**config.mk**
```make
export PLATFORM = sky130hd
export DESIGN_NAME = riscv_rd_arb_flat
export DESIGN_NICKNAME = d
export VERILOG_FILES = /design/src/rtl/riscv_rd_arb_if.sv /design/src/rtl/riscv_rd_arb.sv /design/src/flat_wrapper.sv
export SDC_FILE = /design/constraint.sdc
export NUM_CORES = 1
export LEC_CHECK = 0
export ABC_AREA = 0
export CORE_AREA = 3 3 118 120
export CTS_CLUSTER_SIZE = 28
export DETAILED_ROUTE_END_ITERATION = 6
export DIE_AREA = 0 0 121 123
export GPL_TIMING_DRIVEN = 0
export MAX_ROUTING_LAYER = met4
export PLACE_DENSITY = 0.74
export REMOVE_ABC_BUFFERS = 1
export SLEW_MARGIN = 20
export SYNTH_ARGS = -nofsm -noshare
export SYNTH_HDL_FRONTEND = slang
export SYNTH_SLANG_ARGS = --single-unit
```
**constraint.sdc**
```tcl
create_clock -name clock -period 2.2 [get_ports clock]
set_input_delay 0.44 -clock clock [delete_from_list [all_inputs] [get_ports clock]]
set_output_delay 0.44 -clock clock [all_outputs]
set_load 0.05 [all_outputs]
```
**src/rtl/riscv_rd_arb_if.sv**
```systemverilog
// Read channel bundle: request (vld/addr/ack) plus in-order response (vld/addr/data/ack).
// master issues requests and accepts responses; slave accepts requests and returns responses.
interface riscv_rd_arb_if;
  logic        req_vld;
  logic [31:0] req_addr;
  logic        req_ack;
  logic        rsp_vld;
  logic [31:0] rsp_addr;
  logic [31:0] rsp_data;
  logic        rsp_ack;

  modport master (
    output req_vld, req_addr, rsp_ack,
    input  req_ack, rsp_vld, rsp_addr, rsp_data
  );

  modport slave (
    input  req_vld, req_addr, rsp_ack,
    output req_ack, rsp_vld, rsp_addr, rsp_data
  );
endinterface

```
**src/rtl/riscv_rd_arb.sv**
```systemverilog
// Shares one in-order memory read port between IFU and LSU, tracking response owners in a FIFO.
// Define RISCV_RD_ARB_AGE_EN to build the IFU starvation guard (AGE_LIMIT wait cycles).
module riscv_rd_arb #(
  parameter int OWNQ_DEPTH = 4,
  parameter int AGE_LIMIT  = 8
) (
  input  logic                        clock,
  input  logic                        reset,
  riscv_rd_arb_if.slave               ifu,
  riscv_rd_arb_if.slave               lsu,
  riscv_rd_arb_if.master              mem,
  input  logic                        ifu_flush,
  output logic [$clog2(OWNQ_DEPTH):0] arb_outstanding,
  output logic                        arb_err
);

  localparam int PW = $clog2(OWNQ_DEPTH);
  localparam logic [PW:0] DEPTH_C = (PW+1)'(OWNQ_DEPTH);

  logic [OWNQ_DEPTH-1:0] own_q;
  logic [OWNQ_DEPTH-1:0] drop_q;
  logic [PW-1:0]         wr_ptr;
  logic [PW-1:0]         rd_ptr;
  logic [PW:0]           count;

  logic full;
  logic empty;
  logic ifu_live;
  logic lsu_live;
  logic age_pri;
  logic grant_lsu;
  logic grant_ifu;
  logic push;
  logic pop;
  logic head_own;
  logic head_drop;
  logic rsp_to_ifu;
  logic rsp_to_lsu;

  assign full            = (count == DEPTH_C);
  assign empty           = (count == '0);
  assign arb_outstanding = count;

  // Requests and acks are qualified by reset so every handshake output is low while held in reset.
  always_comb begin
    ifu_live     = ifu.req_vld & ~ifu_flush & reset;
    lsu_live     = lsu.req_vld & reset;
    grant_lsu    = lsu_live & ~(age_pri & ifu_live);
    grant_ifu    = ifu_live & ~grant_lsu;
    mem.req_vld  = (ifu_live | lsu_live) & ~full;
    mem.req_addr = grant_lsu ? lsu.req_addr : ifu.req_addr;
    lsu.req_ack  = mem.req_ack & grant_lsu & ~full;
    ifu.req_ack  = mem.req_ack & grant_ifu & ~full;
    push         = mem.req_vld & mem.req_ack;

    head_own   = own_q[rd_ptr];
    head_drop  = drop_q[rd_ptr];
    rsp_to_lsu = ~empty & head_own;
    rsp_to_ifu = ~empty & ~head_own & ~head_drop & ~ifu_flush;

    ifu.rsp_vld  = mem.rsp_vld & rsp_to_ifu;
    ifu.rsp_addr = mem.rsp_addr;
    ifu.rsp_data = mem.rsp_data;
    lsu.rsp_vld  = mem.rsp_vld & rsp_to_lsu;
    lsu.rsp_addr = mem.rsp_addr;
    lsu.rsp_data = mem.rsp_data;

    // Dropped IFU reads and orphan responses are sunk unconditionally.
    if (rsp_to_lsu)      mem.rsp_ack = lsu.rsp_ack;
    else if (rsp_to_ifu) mem.rsp_ack = ifu.rsp_ack;
    else                 mem.rsp_ack = reset;

    pop = mem.rsp_vld & mem.rsp_ack & ~empty;
  end

  always_ff @(posedge clock or negedge reset) begin
    if (!reset) begin
      own_q   <= '0;
      drop_q  <= '0;
      wr_ptr  <= '0;
      rd_ptr  <= '0;
      count   <= '0;
      arb_err <= 1'b0;
    end else begin
      if (mem.rsp_vld & empty) arb_err <= 1'b1;

      for (int i = 0; i < OWNQ_DEPTH; i++) begin
        if (ifu_flush & ~own_q[i]) drop_q[i] <= 1'b1;
      end

      // A flush never grants IFU, so a same-cycle push cannot be an IFU entry needing a drop.
      if (push) begin
        own_q[wr_ptr]  <= grant_lsu;
        drop_q[wr_ptr] <= 1'b0;
        wr_ptr         <= wr_ptr + 1'b1;
      end

      if (pop) rd_ptr <= rd_ptr + 1'b1;

      case ({push, pop})
        2'b10:   count <= count + 1'b1;
        2'b01:   count <= count - 1'b1;
        default: count <= count;
      endcase
    end
  end

`ifdef RISCV_RD_ARB_AGE_EN
  localparam int AW = $clog2(AGE_LIMIT + 1);
  localparam logic [AW-1:0] AGE_MAX = AW'(AGE_LIMIT);

  logic [AW-1:0] age_cnt;

  assign age_pri = (age_cnt == AGE_MAX);

  always_ff @(posedge clock or negedge reset) begin
    if (!reset) begin
      age_cnt <= '0;
    end else if (~ifu.req_vld | ifu.req_ack) begin
      age_cnt <= '0;
    end else if (~ifu_flush && (age_cnt != AGE_MAX)) begin
      age_cnt <= age_cnt + 1'b1;
    end
  end
`else
  assign age_pri = 1'b0;
`endif

endmodule

```
**src/flat_wrapper.sv**
```systemverilog
// flat-port wrapper written by rule: the top's interface ports become plain ports
module riscv_rd_arb_flat 
#(
  parameter int OWNQ_DEPTH = 4,
  parameter int AGE_LIMIT  = 8
)
  (clock, reset, ifu_flush, arb_outstanding, arb_err, ifu_req_vld, ifu_req_addr, ifu_rsp_ack, ifu_req_ack, ifu_rsp_vld, ifu_rsp_addr, ifu_rsp_data, lsu_req_vld, lsu_req_addr, lsu_rsp_ack, lsu_req_ack, lsu_rsp_vld, lsu_rsp_addr, lsu_rsp_data, mem_req_vld, mem_req_addr, mem_rsp_ack, mem_req_ack, mem_rsp_vld, mem_rsp_addr, mem_rsp_data);
  riscv_rd_arb_if ifu_i ();
  riscv_rd_arb_if lsu_i ();
  riscv_rd_arb_if mem_i ();
  input  logic clock;
  input  logic reset;
  input  logic ifu_flush;
  output logic [$clog2(OWNQ_DEPTH):0] arb_outstanding;
  output logic arb_err;
  input wire logic [$bits(ifu_i.req_vld)-1:0] ifu_req_vld;
  input wire logic [$bits(ifu_i.req_addr)-1:0] ifu_req_addr;
  input wire logic [$bits(ifu_i.rsp_ack)-1:0] ifu_rsp_ack;
  output wire logic [$bits(ifu_i.req_ack)-1:0] ifu_req_ack;
  output wire logic [$bits(ifu_i.rsp_vld)-1:0] ifu_rsp_vld;
  output wire logic [$bits(ifu_i.rsp_addr)-1:0] ifu_rsp_addr;
  output wire logic [$bits(ifu_i.rsp_data)-1:0] ifu_rsp_data;
  input wire logic [$bits(lsu_i.req_vld)-1:0] lsu_req_vld;
  input wire logic [$bits(lsu_i.req_addr)-1:0] lsu_req_addr;
  input wire logic [$bits(lsu_i.rsp_ack)-1:0] lsu_rsp_ack;
  output wire logic [$bits(lsu_i.req_ack)-1:0] lsu_req_ack;
  output wire logic [$bits(lsu_i.rsp_vld)-1:0] lsu_rsp_vld;
  output wire logic [$bits(lsu_i.rsp_addr)-1:0] lsu_rsp_addr;
  output wire logic [$bits(lsu_i.rsp_data)-1:0] lsu_rsp_data;
  output wire logic [$bits(mem_i.req_vld)-1:0] mem_req_vld;
  output wire logic [$bits(mem_i.req_addr)-1:0] mem_req_addr;
  output wire logic [$bits(mem_i.rsp_ack)-1:0] mem_rsp_ack;
  input wire logic [$bits(mem_i.req_ack)-1:0] mem_req_ack;
  input wire logic [$bits(mem_i.rsp_vld)-1:0] mem_rsp_vld;
  input wire logic [$bits(mem_i.rsp_addr)-1:0] mem_rsp_addr;
  input wire logic [$bits(mem_i.rsp_data)-1:0] mem_rsp_data;
  assign ifu_i.req_vld = ifu_req_vld;
  assign ifu_i.req_addr = ifu_req_addr;
  assign ifu_i.rsp_ack = ifu_rsp_ack;
  assign ifu_req_ack = ifu_i.req_ack;
  assign ifu_rsp_vld = ifu_i.rsp_vld;
  assign ifu_rsp_addr = ifu_i.rsp_addr;
  assign ifu_rsp_data = ifu_i.rsp_data;
  assign lsu_i.req_vld = lsu_req_vld;
  assign lsu_i.req_addr = lsu_req_addr;
  assign lsu_i.rsp_ack = lsu_rsp_ack;
  assign lsu_req_ack = lsu_i.req_ack;
  assign lsu_rsp_vld = lsu_i.rsp_vld;
  assign lsu_rsp_addr = lsu_i.rsp_addr;
  assign lsu_rsp_data = lsu_i.rsp_data;
  assign mem_req_vld = mem_i.req_vld;
  assign mem_req_addr = mem_i.req_addr;
  assign mem_rsp_ack = mem_i.rsp_ack;
  assign mem_i.req_ack = mem_req_ack;
  assign mem_i.rsp_vld = mem_rsp_vld;
  assign mem_i.rsp_addr = mem_rsp_addr;
  assign mem_i.rsp_data = mem_rsp_data;
  riscv_rd_arb #(.OWNQ_DEPTH(OWNQ_DEPTH), .AGE_LIMIT(AGE_LIMIT)) u_core (.clock(clock), .reset(reset), .ifu(ifu_i), .lsu(lsu_i), .mem(mem_i), .ifu_flush(ifu_flush), .arb_outstanding(arb_outstanding), .arb_err(arb_err));
endmodule
```
== Yosys cells after proc, flatten, opt, wreduce, memory -nomap -nowiden ==
Cells that the tools add are included.

* Register bits after elaboration: 16
* Bits of input ports: 137
* Logic and storage cells: 71

* Add/sub/neg operators: 4
* Magnitude comparators: 3
* Eq/ne operators: 3
* Muxes and demuxes: 16
* Bitwise operators: 36
* Reduce and logical (&&, ||, !) cells: 3

{| class="wikitable"
|+ Operators with widths
! cell !! number
|-
| 32-bit 2-to-1 mux || 1
|-
| 1-bit bitwise AND || 23
|-
| 1-bit inverter || 10
|-
| 1-bit 2-to-1 mux || 9
|-
| 2-bit by 3-bit < comparator with 1-bit output, second input constant || 2
|-
| 3-bit one-hot mux with 2 select lines || 1
|-
| 2-bit by 1-bit adder with 2-bit output, second input constant || 2
|-
| 4-bit bitwise AND || 1
|-
| 1-bit binary-select mux with 2-bit select || 2
|-
| 4-bit bitwise mux || 1
|-
| 4-bit 2-to-1 mux || 1
|-
| 4-bit inverter || 1
|-
| 3-bit by 1-bit adder with 3-bit output, second input constant || 1
|-
| 3-bit == test, second input constant || 1
|-
| 3-bit zero test || 1
|-
| 3-bit by 1-bit subtractor with 3-bit output, second input constant || 1
|-
| 1-bit demux with 2-bit select || 1
|-
| 2-bit by 1-bit == test with 1-bit output, second input constant || 1
|-
| 2-bit == test, second input constant || 1
|-
| 2-bit by 1-bit >= comparator with 1-bit output, second input constant || 1
|-
| 2-bit nonzero test || 1
|-
| 1-bit logical AND || 1
|-
| 1-bit bitwise OR || 1
|}

== Longest topological paths before layout ==
* Depth after elaboration: 12
* Gate-level depth with buffers: 11
* Depth with buffers taken out: 10

== Worst setup path after synthesis ==
No wires, ideal clock.

* Path type: reg-to-output
* Start point: register u_core.count[0] (netlist: u_core.arb_outstanding[0])
* End point: output port ifu_req_ack
* Arrival time: 2.547 ns
* Required time: 1.760 ns
* Path slack: -0.787 ns
* Cell stages (with the launch flop): 3
* Buffers on the path: 0
* Path through: dfrtp_1 -> o31ai_1 -> nor4b_1

* Longest elaborated chain between the ends: 3

{| class="wikitable"
|+ Ends and longest elaborated chain
! item !! line !! source
|-
| start: declaration || riscv_rd_arb.sv:24 || <nowiki>logic [PW:0] count;</nowiki>
|-
| start signal: assignment || riscv_rd_arb.sv:101 || <nowiki>2'b10: count <= count + 1'b1;</nowiki>
|-
| start signal: assignment || riscv_rd_arb.sv:102 || <nowiki>2'b01: count <= count - 1'b1;</nowiki>
|-
| start signal: assignment || riscv_rd_arb.sv:103 || <nowiki>default: count <= count;</nowiki>
|-
| 3-bit == test || riscv_rd_arb.sv:40 || <nowiki>assign full = (count == DEPTH_C);</nowiki>
|-
| 1-bit inverter || riscv_rd_arb.sv:53 || <nowiki>ifu.req_ack = mem.req_ack & grant_ifu & ~full;</nowiki>
|-
| 1-bit bitwise AND || riscv_rd_arb.sv:53 ||
|-
| end: declaration || flat_wrapper.sv:19 || <nowiki>output wire logic [$bits(ifu_i.req_ack)-1:0] ifu_req_ack;</nowiki>
|}

No other way between the ends.

== Final worst setup path ==
* Start point: input port ifu_flush
* End point: output port mem_rsp_ack

* Longest elaborated chain between the ends: 4

{| class="wikitable"
|+ Ends and longest elaborated chain
! item !! line !! source
|-
| start: declaration || flat_wrapper.sv:13 || <nowiki>input logic ifu_flush;</nowiki>
|-
| 1-bit inverter || riscv_rd_arb.sv:59 || <nowiki>rsp_to_ifu = ~empty & ~head_own & ~head_drop & ~ifu_flush;</nowiki>
|-
| 1-bit bitwise AND || riscv_rd_arb.sv:59 ||
|-
| 1-bit 2-to-1 mux || riscv_rd_arb.sv:70 || <nowiki>else if (rsp_to_ifu) mem.rsp_ack = ifu.rsp_ack;</nowiki>
|-
| 1-bit 2-to-1 mux || riscv_rd_arb.sv:69 || <nowiki>if (rsp_to_lsu) mem.rsp_ack = lsu.rsp_ack;</nowiki>
|-
| end: declaration || flat_wrapper.sv:32 || <nowiki>output wire logic [$bits(mem_i.rsp_ack)-1:0] mem_rsp_ack;</nowiki>
|}

No other way between the ends.

==> impl_metrics.csv <==
group,metric,value,unit
die,initial_core_utilization,0.1783,
clock_tree,clock_slew_at_reported_path_ffs,0.05,ns
finish,layout_common_cells,"73 x clkdlybuf4s50_1, 30 x mux2_2, 18 x clkdlybuf4s15_2",
critical_path,start_point_of_the_critical_path,"ifu_flush",
clock_tree,cts-htree-levels,1,
clock_tree,clock_latency_at_the_later_pin_of_the_worst_skew_pair,0.25,ns
die,fp.dieH,123,um
timing,timing.final.max_slew_violations,0,
grt,use_met2,0.3477,
grt,pin_count_of_the_biggest_net_entering_global_routing,26,
yosys,synth_cell_types,35,
yosys,synth.top_cells.by_area,"buf_4 41%, dfrtp_1 17%, mux2_2 14%",
timing,maxClockFrequency,0.4292,GHz
timing,finalSetupViolations,2,
critical_path,worst_setup_path_end_kind,"output port",
grt,grt_usage,0.2187,
timing,postLayoutSetupSlackWorst,-0.1298,ns
timing,rsz0062_at_grt,"yes",
place,port_buffers,114,
critical_path,worst_ep_arrival_time,1.89,ns
yosys,synth_top_cell_by_area,"buf_4",
yosys,synth-warning-count,0,
grt,globalRoute.busiestLayer,"met2",
clock_tree,clk_root_buf,"clkbuf_16",
critical_path,regToRegStartpoint,"u_core.rd_ptr[0]",
die,ioPinCount,307,
grt,grt_remaining_overflow,0,
route,routedWlPerCell,37.01,um
timing,final-hold-violation-count,0,
place,place_congestion,0.8624,
pwr,ratio_of_total_power_to_cell_area,977.5,nW/um^2
clock_tree,cts_tree,"done",
die,core-area,13090,um^2
grt,met1_usage,0.1602,
route,drc,0,
timing,max-slew-margin-rel,0.6595,
route,detail_route.wirelength,16290,um
critical_path,worstPathMaxFanout,7,
clock_tree,cts_buffers,3,
run_status,run_status,"complete, but fails checks",
route,first_iter_violations,50,
critical_path,kind_of_critical_path,"input pin to output port",
clock_tree,ctsLongestPathBuffers,2,
die,floorplan.die.width,121,um
min_path,min-delay-path-class,"input pin to asynchronous set/reset pin",
die,design.die.area,14880,um^2
pwr,vdd.ir_drop.worst,0.3039,mV
route,vias_per_cell,4.316,
finish,finish.net_count,408,
yosys,postSynth.topFlopCell,"dfrtp_1",
grt,grt_pass1_vias,2076,
run_status,violated_checks,"negative setup slack",
die,rows,42,
route,via_count,1899,
critical_path,crit_required,1.76,ns
clock_tree,cts_hold_repair.buffers,0,
timing,worst-slew-pin-transition,0.5091,ns
pwr,totalPowerFinal,0.002850,W
timing,clock-skew-final,0.0003829,ns
yosys,netlist.area_leader.share,0.4118,
yosys,post_synth_instance_area,2333,um^2
finish,antennaDiodeCount,0,
place,dpl_cell_area,2700,um^2
yosys,syn_area_cell,8.707,um^2
timing,final.min_clock_period,2.330,ns
route,drtAntennaViolNets,0,
finish,most_common_cell_after_layout_fill_and_taps_aside,"clkdlybuf4s50_1",
yosys,netlist_instances,268,
yosys,synth_seq_area_share,0.1716,
yosys,postSynthRegisterBits,16,
yosys,postSynth.asyncResetShare,1.000,
grt,groute.layer.met3.usage,0.2603,
clock_tree,tritoncts_num_sinks,16,
critical_path,worst_setup_path_start_kind,"input pin",
grt,grt_antenna_before_repair,0,
yosys,synth_edf_count,0,
finish,synthToLayoutAreaGrowth,24.93,%
finish,share_of_layout_cells_above_drive_strength_1,0.4129,
flow_run,maxCapViolations,0,
timing,final.period_utilization,1.059,
pwr,leak_pwr,1.170,nW
finish,postLayoutCellArea,2915,um^2
grt,first_pass_grt_wire_length,20630,um
place,dpl.hpwl,14140,um
route,firstDrtPassIters,4,
timing,worst_hold_slack,0.03993,ns
per-layer routing:
| metal | routed length (um) | vias to the layer above | share of wire |
|---|---|---|---|
| met2 | 7195 | 287 | 0.44 |
| met5 | 0 | - | 0 |
| li1 | - | 744 | - |
| met3 | 4380 | 16 | 0.27 |
| met1 | 4359 | 852 | 0.27 |
| met4 | 352 | 0 | 0.022 |
cells in the mapped netlist, types with 2 or more instances:
master,n
a21oi_1,11
buf_2,4
buf_4,128
dfrtp_1,16
ha_1,5
inv_1,15
mux2_1,2
mux2_2,30
mux2i_1,7
nand2_1,10
nor2_1,5
nor2b_1,3
nor3_1,2
o2111a_1,2
o21ai_0,5
xnor2_1,4
path summary, 6_finish.rpt:
| path | to | cells past startpoint | slack [ns] |
|---|---|---|---|
| setup / recovery | mem_rsp_ack | 7 | -0.13 |
| hold / removal | u_core.own_q[0] | 1 | 0.04 |
| setup reg to reg | u_core.arb_outstanding[2] | 10 | -0.10 |
| hold reg to reg | u_core.arb_err | 1 | 0.46 |
| max in group asynchronous | u_core.rd_ptr[1] | 1 | 1.94 |
| min in group clock | u_core.arb_err | 1 | 0.46 |
report_power, final:
group	switching, W	internal (W)
clock	0.000117	0.000276
sequential	0.000136	0.000447
combinational	0.00107	0.000806
registers in the layout (all words and copies together), names as in the netlist:
signal	flops
u_core.drop_q	4
u_core.arb_outstanding	3
u_core.own_q	4
u_core.rd_ptr	2
u_core.arb_err	1
u_core.wr_ptr	2
cell type report:
type | count | area [um^2]
fillers | 1433 | 10170
inverters | 15 | 56.30
well taps | 176 | 220.2
repair buffers | 123 | 1146
multi-input cells | 106 | 1002
flip-flops and latches | 16 | 401.6
clock buffers | 4 | 88.84
repair_timing:
item,4_1_cts,5_1_grt
cloned,3,0
hold endpoints to repair,0,0
setup buffers,8,1
setup endpoints to repair,52,22
pin swaps,7,1
resized for setup,146,39
per-stage QoR:
stage / setup TNS (ns) / instances / utilization / setup WS (ns)
floorplan: -2.392 / 134 / - / -0.7874
global placement: -84.99 / 424 / 0.2063 / -2.173
detailed placement: -74.44 / 424 / 0.2063 / -1.823
CTS: -0.3016 / 439 / 0.2262 / -0.1565
global route: -0.5076 / 440 / 0.2228 / -0.2078
finish: -0.2303 / 440 / 0.2228 / -0.1298
cell families (layout without fill, tap and decap cells):
logic type,count (synthesis),count (layout),synth area share
multiplexers,40,40,0.1941
adder cells (fa/ha/maj),6,6,0.03539
flip-flops,16,16,0.1716
AO/OA/AOI/OAI,29,29,0.08312
AND/OR/NAND/NOR,23,26,0.04612
buffers and inverters,149,142,0.4509
XOR/XNOR,5,5,0.01877
critical path, stage by stage:
cell and delay, ns:
dlygate4sd2_1 0.35, nor2b_4 0.16, a22oi_2 0.10, buf_4 0.15, o31a_2 0.32, o22ai_2 0.17, buf_6 0.18
No activity file was read; power rests on OpenSTA's default activity.
